## config.mk

```make
export PLATFORM = sky130hd
export DESIGN_NAME = fetch_queue_flat
export DESIGN_NICKNAME = d
export VERILOG_FILES = /design/src/rtl/fetch_queue_if.sv /design/src/rtl/fetch_queue.sv /design/src/flat_wrapper.sv
export SDC_FILE = /design/constraint.sdc
export NUM_CORES = 1
export LEC_CHECK = 0
export CAP_MARGIN = 20
export CELL_PAD_IN_SITES_DETAIL_PLACEMENT = 1
export CELL_PAD_IN_SITES_GLOBAL_PLACEMENT = 2
export CORE_MARGIN = 1.5
export CORE_UTILIZATION = 29
export DETAILED_ROUTE_END_ITERATION = 6
export PLACE_DENSITY_LB_ADDON = 0.1
export SYNTH_ARGS = -nofsm -noshare
export SYNTH_HDL_FRONTEND = slang
export SYNTH_SLANG_ARGS = --single-unit
```

## constraint.sdc

```tcl
create_clock -name clk -period 5.8 [get_ports clk]
set_clock_uncertainty 0.15 [all_clocks]
set_input_delay 0.58 -clock clk [delete_from_list [all_inputs] [get_ports clk]]
set_output_delay 0.58 -clock clk [all_outputs]
set_load 0.005 [all_outputs]
```

## src/rtl/fetch_queue_if.sv

```systemverilog
// Fetch-stage bus: ROM read port, redirect request and the decode handshake.
//   master : fetch_queue side (drives ROM read and decode outputs)
//   slave  : environment side (ROM, branch resolution, decode)
interface fetch_queue_if #(
  parameter int unsigned ROM_AWIDTH = 8,
  parameter int unsigned IWIDTH     = 16,
  parameter int unsigned DEPTH      = 4
);
  localparam int unsigned CW = $clog2(DEPTH) + 1;

  logic                  rom_rd;
  logic [ROM_AWIDTH-1:0] rom_raddr;
  logic [IWIDTH-1:0]     rom_rdata;
  logic                  redirect;
  logic [ROM_AWIDTH-1:0] redirect_pc;
  logic                  o_valid;
  logic [IWIDTH-1:0]     o_instr;
  logic [ROM_AWIDTH-1:0] o_pc;
  logic                  i_ready;
  logic [CW-1:0]         o_count;

  modport master (
    output rom_rd, rom_raddr, o_valid, o_instr, o_pc, o_count,
    input  rom_rdata, redirect, redirect_pc, i_ready
  );

  modport slave (
    input  rom_rd, rom_raddr, o_valid, o_instr, o_pc, o_count,
    output rom_rdata, redirect, redirect_pc, i_ready
  );
endinterface

```

## src/rtl/fetch_queue.sv

```systemverilog
// Instruction fetch stage: owns the fetch PC, issues synchronous ROM reads,
// buffers returned words with their PCs in a small FIFO and hands them to
// decode over valid/ready. A redirect flushes queued and in-flight fetches.
// Ports:
//   clk  : clock, rising edge
//   rst  : synchronous active-high reset
//   bus  : fetch_queue_if.master (ROM read port, redirect, decode handshake,
//          o_count occupancy)
// Build option: define FETCH_BYPASS_EN to forward a live ROM response straight
// to decode when the FIFO is empty (saves one cycle of latency).
module fetch_queue #(
  parameter int unsigned ROM_AWIDTH = 8,
  parameter int unsigned IWIDTH     = 16,
  parameter int unsigned DEPTH      = 4
) (
  input  logic          clk,
  input  logic          rst,
  fetch_queue_if.master bus
);
  localparam int unsigned PW = $clog2(DEPTH);
  localparam int unsigned CW = PW + 1;

  logic [ROM_AWIDTH-1:0] fetch_pc_q, fetch_pc_d;
  logic                  inflight_q, inflight_d;
  logic [ROM_AWIDTH-1:0] inflight_pc_q, inflight_pc_d;
  logic                  killed_q, killed_d;
  logic [IWIDTH-1:0]     instr_mem_q [DEPTH];
  logic [IWIDTH-1:0]     instr_mem_d [DEPTH];
  logic [ROM_AWIDTH-1:0] pc_mem_q [DEPTH];
  logic [ROM_AWIDTH-1:0] pc_mem_d [DEPTH];
  logic [PW-1:0]         wr_ptr_q, wr_ptr_d;
  logic [PW-1:0]         rd_ptr_q, rd_ptr_d;
  logic [CW-1:0]         count_q, count_d;

  logic issue_c, live_c, fifo_valid_c, bypass_c, push_c, pop_c;

  // Issue credit, handshake qualifiers and decode-facing outputs.
  always_comb begin
    live_c       = inflight_q & ~killed_q;
    fifo_valid_c = (count_q != '0);
    // Queued plus in-flight words never exceed DEPTH, so a push always fits.
    issue_c      = ~rst & ~bus.redirect &
                   (({1'b0, count_q} + (CW+1)'(inflight_q)) < (CW+1)'(DEPTH));
    bus.rom_rd    = issue_c;
    bus.rom_raddr = fetch_pc_q;
    bus.o_count   = count_q;
`ifdef FETCH_BYPASS_EN
    bypass_c    = ~fifo_valid_c & live_c & ~bus.redirect;
    bus.o_valid = fifo_valid_c | bypass_c;
    bus.o_instr = fifo_valid_c ? instr_mem_q[rd_ptr_q] :
                  (bypass_c ? bus.rom_rdata : '0);
    bus.o_pc    = fifo_valid_c ? pc_mem_q[rd_ptr_q] :
                  (bypass_c ? inflight_pc_q : '0);
`else
    bypass_c    = 1'b0;
    bus.o_valid = fifo_valid_c;
    bus.o_instr = fifo_valid_c ? instr_mem_q[rd_ptr_q] : '0;
    bus.o_pc    = fifo_valid_c ? pc_mem_q[rd_ptr_q] : '0;
`endif
    // A bypassed word taken by decode is never written into the FIFO.
    push_c = live_c & ~bus.redirect & ~(bypass_c & bus.i_ready);
    pop_c  = fifo_valid_c & bus.i_ready & ~bus.redirect;
  end

  // Next-state: reset, then redirect flush, then normal issue/push/pop.
  always_comb begin
    fetch_pc_d    = fetch_pc_q;
    inflight_d    = issue_c;
    inflight_pc_d = fetch_pc_q;
    killed_d      = 1'b0;
    instr_mem_d   = instr_mem_q;
    pc_mem_d      = pc_mem_q;
    wr_ptr_d      = wr_ptr_q;
    rd_ptr_d      = rd_ptr_q;
    count_d       = count_q;

    if (rst) begin
      fetch_pc_d    = '0;
      inflight_d    = 1'b0;
      inflight_pc_d = '0;
      wr_ptr_d      = '0;
      rd_ptr_d      = '0;
      count_d       = '0;
      for (int i = 0; i < int'(DEPTH); i++) begin
        instr_mem_d[i] = '0;
        pc_mem_d[i]    = '0;
      end
    end else if (bus.redirect) begin
      // Whatever response is still outstanding belongs to the old stream.
      fetch_pc_d = bus.redirect_pc;
      killed_d   = 1'b1;
      wr_ptr_d   = '0;
      rd_ptr_d   = '0;
      count_d    = '0;
    end else begin
      if (issue_c) begin
        fetch_pc_d = fetch_pc_q + ROM_AWIDTH'(1);
      end
      if (push_c) begin
        instr_mem_d[wr_ptr_q] = bus.rom_rdata;
        pc_mem_d[wr_ptr_q]    = inflight_pc_q;
        wr_ptr_d              = wr_ptr_q + PW'(1);
      end
      if (pop_c) begin
        rd_ptr_d = rd_ptr_q + PW'(1);
      end
      count_d = count_q + CW'(push_c) - CW'(pop_c);
    end
  end

  // State register.
  always_ff @(posedge clk) begin
    fetch_pc_q    <= fetch_pc_d;
    inflight_q    <= inflight_d;
    inflight_pc_q <= inflight_pc_d;
    killed_q      <= killed_d;
    instr_mem_q   <= instr_mem_d;
    pc_mem_q      <= pc_mem_d;
    wr_ptr_q      <= wr_ptr_d;
    rd_ptr_q      <= rd_ptr_d;
    count_q       <= count_d;
  end
endmodule

```

## src/flat_wrapper.sv

```systemverilog
// flat-port wrapper written by rule: the top's interface ports become plain ports
module fetch_queue_flat 
#(
  parameter int unsigned ROM_AWIDTH = 8,
  parameter int unsigned IWIDTH     = 16,
  parameter int unsigned DEPTH      = 4
)
  (clk, rst, bus_rom_rd, bus_rom_raddr, bus_o_valid, bus_o_instr, bus_o_pc, bus_o_count, bus_rom_rdata, bus_redirect, bus_redirect_pc, bus_i_ready);
  fetch_queue_if #(.ROM_AWIDTH(ROM_AWIDTH), .IWIDTH(IWIDTH), .DEPTH(DEPTH)) bus_i ();
  input  logic clk;
  input  logic rst;
  output wire logic [$bits(bus_i.rom_rd)-1:0] bus_rom_rd;
  output wire logic [$bits(bus_i.rom_raddr)-1:0] bus_rom_raddr;
  output wire logic [$bits(bus_i.o_valid)-1:0] bus_o_valid;
  output wire logic [$bits(bus_i.o_instr)-1:0] bus_o_instr;
  output wire logic [$bits(bus_i.o_pc)-1:0] bus_o_pc;
  output wire logic [$bits(bus_i.o_count)-1:0] bus_o_count;
  input wire logic [$bits(bus_i.rom_rdata)-1:0] bus_rom_rdata;
  input wire logic [$bits(bus_i.redirect)-1:0] bus_redirect;
  input wire logic [$bits(bus_i.redirect_pc)-1:0] bus_redirect_pc;
  input wire logic [$bits(bus_i.i_ready)-1:0] bus_i_ready;
  assign bus_rom_rd = bus_i.rom_rd;
  assign bus_rom_raddr = bus_i.rom_raddr;
  assign bus_o_valid = bus_i.o_valid;
  assign bus_o_instr = bus_i.o_instr;
  assign bus_o_pc = bus_i.o_pc;
  assign bus_o_count = bus_i.o_count;
  assign bus_i.rom_rdata = bus_rom_rdata;
  assign bus_i.redirect = bus_redirect;
  assign bus_i.redirect_pc = bus_redirect_pc;
  assign bus_i.i_ready = bus_i_ready;
  fetch_queue #(.ROM_AWIDTH(ROM_AWIDTH), .IWIDTH(IWIDTH), .DEPTH(DEPTH)) u_core (.clk(clk), .rst(rst), .bus(bus_i));
endmodule
```

==> results.tsv, run 1 <==
metric	value	unit
unrepaired setup endpoints after global routing	no	
power per cell area	276	mW/mm²
n_diodes	0	
via count	4308	
Worst R2R Start	u_core.bus.o_count[1]	
Core ar.	0.0190	mm²
Hold WC Path Type	flop to flop	
routability cong.	0.689	
postcts setup bufs	0	
async set-reset flop share out of synthesis	0	%
fin cells	922	
Antenna Nets Post-Route	0	
syn_nets	640	
final design utilization	36.3	%
Rel. slew slack	27.2	%
Slew @ Worst Pin	1.09	ns
maximum VDD drop	174	µV
number of nets in the layout	690	
Primary FF master, synth	dfxtp_1	
max cap viols	0	
final hold vios	0	
CP endpoint	bus_o_instr[13]	
Gates resized, CTS repair	0	
clk buf depth	2	
htree depth	4	
yosys warns	0	
Final TNS setup	0	ns
Post-synth EDFFs	0	
CP arrival	2.69	ns
CTS buffer count	17	
FF+latch count, synth	121	
Max Slew Vio Count	0	
FF-to-FF path depth	11	
Fill cells	2152	
Clock Pin Slew Worst Setup and Hold Paths	0.05	ns
vias in the first global route	4583	
Starting Density	29.9	%
cts hold-fix bufs	0	
post-DP HPWL	9940	µm
Critical Path RT	5.07	ns
die area	0.0204	mm²
Netlist Area Pre-Place	0.00567	mm²
area growth from synthesis to layout	21.3	%
num rows	50	
r2r setup slk	3.20	ns
slowest stage delay, CP	0.69	ns
first drt pass iteration count	4	
CTS tree	built	
crit path max fanout	10	
setup violators final	0	
DRC violations left	0	
worst-path cell chain	buf_8 -> buf_4 -> mux4_2 -> and2_1 -> clkdlybuf4s50_1	
ranking of synthesized cells by area	dfxtp_1 (43%), nand2_1 (13%), a21oi_2 (12%)	
Synth cell types	38	
Initial DRC Count	133	
total power	0.00190	W
initial antenna violation count	0	
Worst setup startpoint	u_core.rd_ptr_q[1]	
Routed wire per std cell	17.5	µm
Placed Instances	893	
dominant cell type by area after synthesis	dfxtp_1	
capturing point of the worst reg2reg path	u_core.bus.o_count[2]	
first-pass GRT wire length	25700	µm
post-synth top area share	42.7	%
Startpoint Class	flop	
overall routing resource usage	16.8	%
num ports	65	
Leak Pwr	2.22	nW
final wirelength	16200	µm
largest net degree at the start of global routing	70	
Mapped Avg Cell Area	9.40	µm²
Max Clock Freq	292	MHz
Slowest cell on crit path	dfxtp_1	
crit share post-route	59.0	%
crit path time final	3.42	ns
vias per std cell	4.67	
Port Buffers	64	
clk sink count	121	
total grt overflow	0	
Cells after Synth	603	
die width	143	µm
outcome	completed	
Die H	143	µm
crit path kind	flop to output port	
layout cells sized above 1	22.4	%
endpoint class of the critical path	output port	
CTS Root Cell	clkbuf_16	
sequential share of the synthesized area	42.7	%
latest clock arrival within the worst-skew pair	0.40	ns
[flip-flops by register name, indices dropped and copies added (netlist names)]
name,count
u_core.bus.rom_raddr,8
u_core.wr_ptr_q,2
u_core.killed_q,1
u_core.instr_mem_q,64
u_core.bus.o_count,3
u_core.inflight_pc_q,8
u_core.pc_mem_q,32
u_core.inflight_q,1
u_core.rd_ptr_q,2
[where the power goes]
group / total (W) / internal (W) / switching, W / leakage, nW
combinational: 0.000104 / 0.0000463 / 0.0000572 / 0.980
clock: 0.000932 / 0.000578 / 0.000354 / 0.257
sequential: 0.000860 / 0.000845 / 0.0000152 / 0.980
[worst min path at each step]
stage                                       from                endpoint  depth (start not counted)
final                        u_core.pc_mem_q[25]     u_core.pc_mem_q[25]                          2
after global routing       u_core.instr_mem_q[6]   u_core.instr_mem_q[6]                          2
after floorplan           u_core.instr_mem_q[16]  u_core.instr_mem_q[16]                          2
after global placement       u_core.pc_mem_q[23]     u_core.pc_mem_q[23]                          2
after detailed placement  u_core.instr_mem_q[16]  u_core.instr_mem_q[16]                          2
after CTS                 u_core.instr_mem_q[16]  u_core.instr_mem_q[16]                          2
[through the flow]
step / hold WS (ns) / setup slack (ns) / cell area (µm²)
floorplan: 0.283 / 3.42 / 5670
global placement: 0.290 / 2.51 / 6350
detailed placement: 0.301 / 2.47 / 6350
CTS: 0.309 / 2.02 / 6860
global route: 0.325 / 2.20 / 6880
finish: 0.307 / 2.38 / 6880
[layout make-up]
cell class / count / area, µm² / area share (%)
clock buffers: 24 / 492 / 7.15
clock inverters: 4 / 20.0 / 0.291
inverters: 12 / 45.0 / 0.655
multi-input cells: 425 / 2830 / 41.2
flip-flops and latches: 121 / 2420 / 35.3
well taps: 260 / 325 / 4.73
repair buffers: 76 / 736 / 10.7
[Yosys cell counts (9+ instances only)]
cell and instances:
nor2b_1 9, clkbuf_1 13, and2_1 29, a21oi_2 80, dfxtp_1 121, a21oi_1 19
nor2_1 18, nand2_1 199, buf_2 12, inv_1 11, mux4_2 24
[metal layers]
layer,routed length [µm],part of all wire [%],track usage [%]
met5,0,0,0
met4,197,1.2,5.21
met3,463,2.9,4.02
met2,7700,48,27.6
met1,7810,48,21.9
[cell families after synthesis]
kind of cell	after synthesis	share of synthesized area, %
flops	121	42.7
simple gates	272	20.8
xor+xnor	5	0.773
compound gates	114	16.6
mux	25	9.71
fa+ha+maj	9	2.12
buf+inv	57	7.26
[critical path: cells and delay by family, from the launching register on]
family | cells | cell delay (ns)
buffers and inverters | 3 | 0.90
DFF | 1 | 0.69
muxes | 1 | 0.53
and+or+nand+nor | 1 | 0.17
[cells in the final DEF (no fill, tap or decap), types with 8 or more instances in the layout]
cell type,synthesis,routed
nor2_1,18,18
nor2b_1,9,9
buf_4,2,12
mux4_2,24,24
nand2_1,199,199
ha_1,8,8
clkbuf_16,0,17
a21oi_2,80,80
a21oi_1,19,19
dfxtp_1,121,120
clkdlybuf4s50_1,0,63
inv_1,11,11
and2_1,29,29
(Power assumes the default switching activity.)
==> inputs of run 2 (changes only) <==
- clock period: 5.8 -> 3.11 ns (I/O delays scaled with it)
==> run 2 against run 1 <==
Critical path depth decreased by 1. Final cell count up 1.3%. Cell area grew 1.5%. Worst hold slack worse by 0.090 ns. Flip-flop and latch count is the same. Die area stayed put. Critical path type unchanged. Largest cell class unchanged.
==> results.tsv, run 2 (synthesis results as in run 1) <==
metric	value	unit	change
vias in the first global route	4824		+5.3%
Port Buffers	64		unchanged
Max Clock Freq	365	MHz	
first-pass GRT wire length	26500	µm	+3.1%
Worst setup startpoint	u_core.rd_ptr_q[1]		
Seq pwr share	44.5	%	-0.9 points
DRC violations left	0		unchanged
Biggest register	u_core.instr_mem_q		
Initial DRC Count	140		+5.3%
Placed Instances	905		+1.3%
Die H	143	µm	unchanged
htree depth	4		unchanged
Rel. slew slack	48.3	%	+21 points
FF-to-FF path depth	10		-1
capturing point of the worst reg2reg path	u_core.bus.o_count[2]		
n_diodes	0		unchanged
layout cells sized above 1	23.6	%	+1.2 points
total power	0.00360	W	+90%
r2r setup slk	0.73	ns	-2.47 ns
cts hold-fix bufs	0		unchanged
final design utilization	36.8	%	+0.53 points
endpoint class of the critical path	output port		
via count	4400		+2.1%
clk sink count	121		unchanged
Worst R2R Start	u_core.bus.o_count[1]		
Routed wire per std cell	17.6	µm	+0.29%
maximum VDD drop	334	µV	+91%
CTS Root Cell	clkbuf_16		
largest net degree at the start of global routing	52		-26%
Startpoint Class	flop		
outcome	completed		
CTS tree	built		
power per cell area	516	mW/mm²	+87%
Max Slew Vio Count	0		unchanged
crit path time final	2.74	ns	
Slew @ Worst Pin	0.776	ns	-0.317 ns
post-DP HPWL	10500	µm	+5.5%
area growth from synthesis to layout	23.1	%	
Clock Pin Slew Worst Setup and Hold Paths	0.05	ns	about the same
num ports	65		unchanged
latest clock arrival within the worst-skew pair	0.42	ns	+0.02 ns
Core ar.	0.0190	mm²	unchanged
switching power	0.000826	W	+94%
Critical Path RT	2.65	ns	-2.42 ns
CTS buffer count	17		unchanged
routability cong.	0.723		+4.8%
internal power	0.00277	W	+89%
crit share post-route	88.1	%	
Leak Pwr	2.28	nW	+2.7%
crit path max fanout	16		+6
first drt pass iteration count	4		unchanged
vias per std cell	4.71		+0.82%
CP arrival	2.28	ns	-0.41 ns
Starting Density	29.9	%	unchanged
die area	0.0204	mm²	unchanged
crit path kind	flop to output port		
Clock power frac	49.9	%	+0.7 points
most common cell after layout, fill and taps aside	nand2_1		
Hold WC Path Type	input pin to flop		
initial antenna violation count	0		unchanged
clk buf depth	2		unchanged
final hold vios	0		unchanged
fin cells	934		+1.3%
switching share of power	23.0	%	+0.47 points
max cap viols	0		unchanged
Final TNS setup	0	ns	unchanged
Antenna Nets Post-Route	0		unchanged
combinational share of power	5.5	%	about the same
max reg flops	64		unchanged
postcts setup bufs	0		unchanged
total grt overflow	0		unchanged
num rows	50		unchanged
number of nets in the layout	701		+1.6%
most frequent cells in the layout	nand2_1 (199), dfxtp_1 (120), a21oi_2 (80), clkdlybuf4s50_1 (63), and2_1 (29)		
Hold Path Depth	2		unchanged
CP endpoint	bus_o_instr[13]		
final wirelength	16400	µm	+1.6%
Largest regs	u_core.instr_mem_q x64, u_core.pc_mem_q x32		
die width	143	µm	unchanged
Gates resized, CTS repair	0		unchanged
setup violators final	0		unchanged
overall routing resource usage	17.5	%	+0.62 points
unrepaired setup endpoints after global routing	no		
-- run 2: worst max-delay path, stage by stage, from the launching register on --
cell	delay (ns)
dfxtp_1	0.51
buf_12	0.22
mux4_2	0.52
and2_1	0.17
clkdlybuf4s50_1	0.44
-- run 2: worst min path at each step --
| stage | from | slack [ns] | endpoint |
|---|---|---|---|
| floorplan | rst | 0.24 | u_core.bus.rom_raddr[3] |
| global placement | u_core.instr_mem_q[18] | 0.29 | u_core.instr_mem_q[18] |
| detailed placement | u_core.instr_mem_q[16] | 0.30 | u_core.instr_mem_q[16] |
| CTS | rst | 0.21 | u_core.instr_mem_q[27] |
| global route | rst | 0.21 | u_core.instr_mem_q[25] |
| finish | rst | 0.22 | u_core.instr_mem_q[12] |
-- run 2: power by group through the flow --
stage,logic (W),registers [W],clock network [W]
floorplan,0.000109,0.00163,0
global placement,0.000200,0.00163,0
detailed placement,0.000203,0.00163,0
CTS,0.000204,0.00160,0.00185
global route,0.000220,0.00160,0.00190
finish,0.000199,0.00160,0.00180
-- run 2: area by class of cell --
class	instances	area [µm²]
Clock inverter	3	15.0
Fill cell	2162	12000
Timing Repair Buffer	87	823
Sequential cell	121	2420
Clock buffer	26	509
Inverter	12	45.0
Tap cell	260	325
Multi-Input combinational cell	425	2830
-- run 2: per-layer routing --
metal	track usage, %	vias up	wire length (µm)
met1	22.6	2193	7850
met3	4.63	11	558
met4	4.88	0	161
met2	28.7	65	7860
li1	-	2131	-
met5	0	-	0
-- run 2: metrics by stage --
step | cell area (µm²) | setup WS (ns) | hold WS [ns]
after CTS | 6980 | 0.314 | 0.205
final | 6980 | 0.371 | 0.217
after global placement | 6450 | 0.736 | 0.290
after floorplan | 5670 | 0.790 | 0.241
after detailed placement | 6450 | 0.705 | 0.304
after global routing | 6980 | 0.253 | 0.214
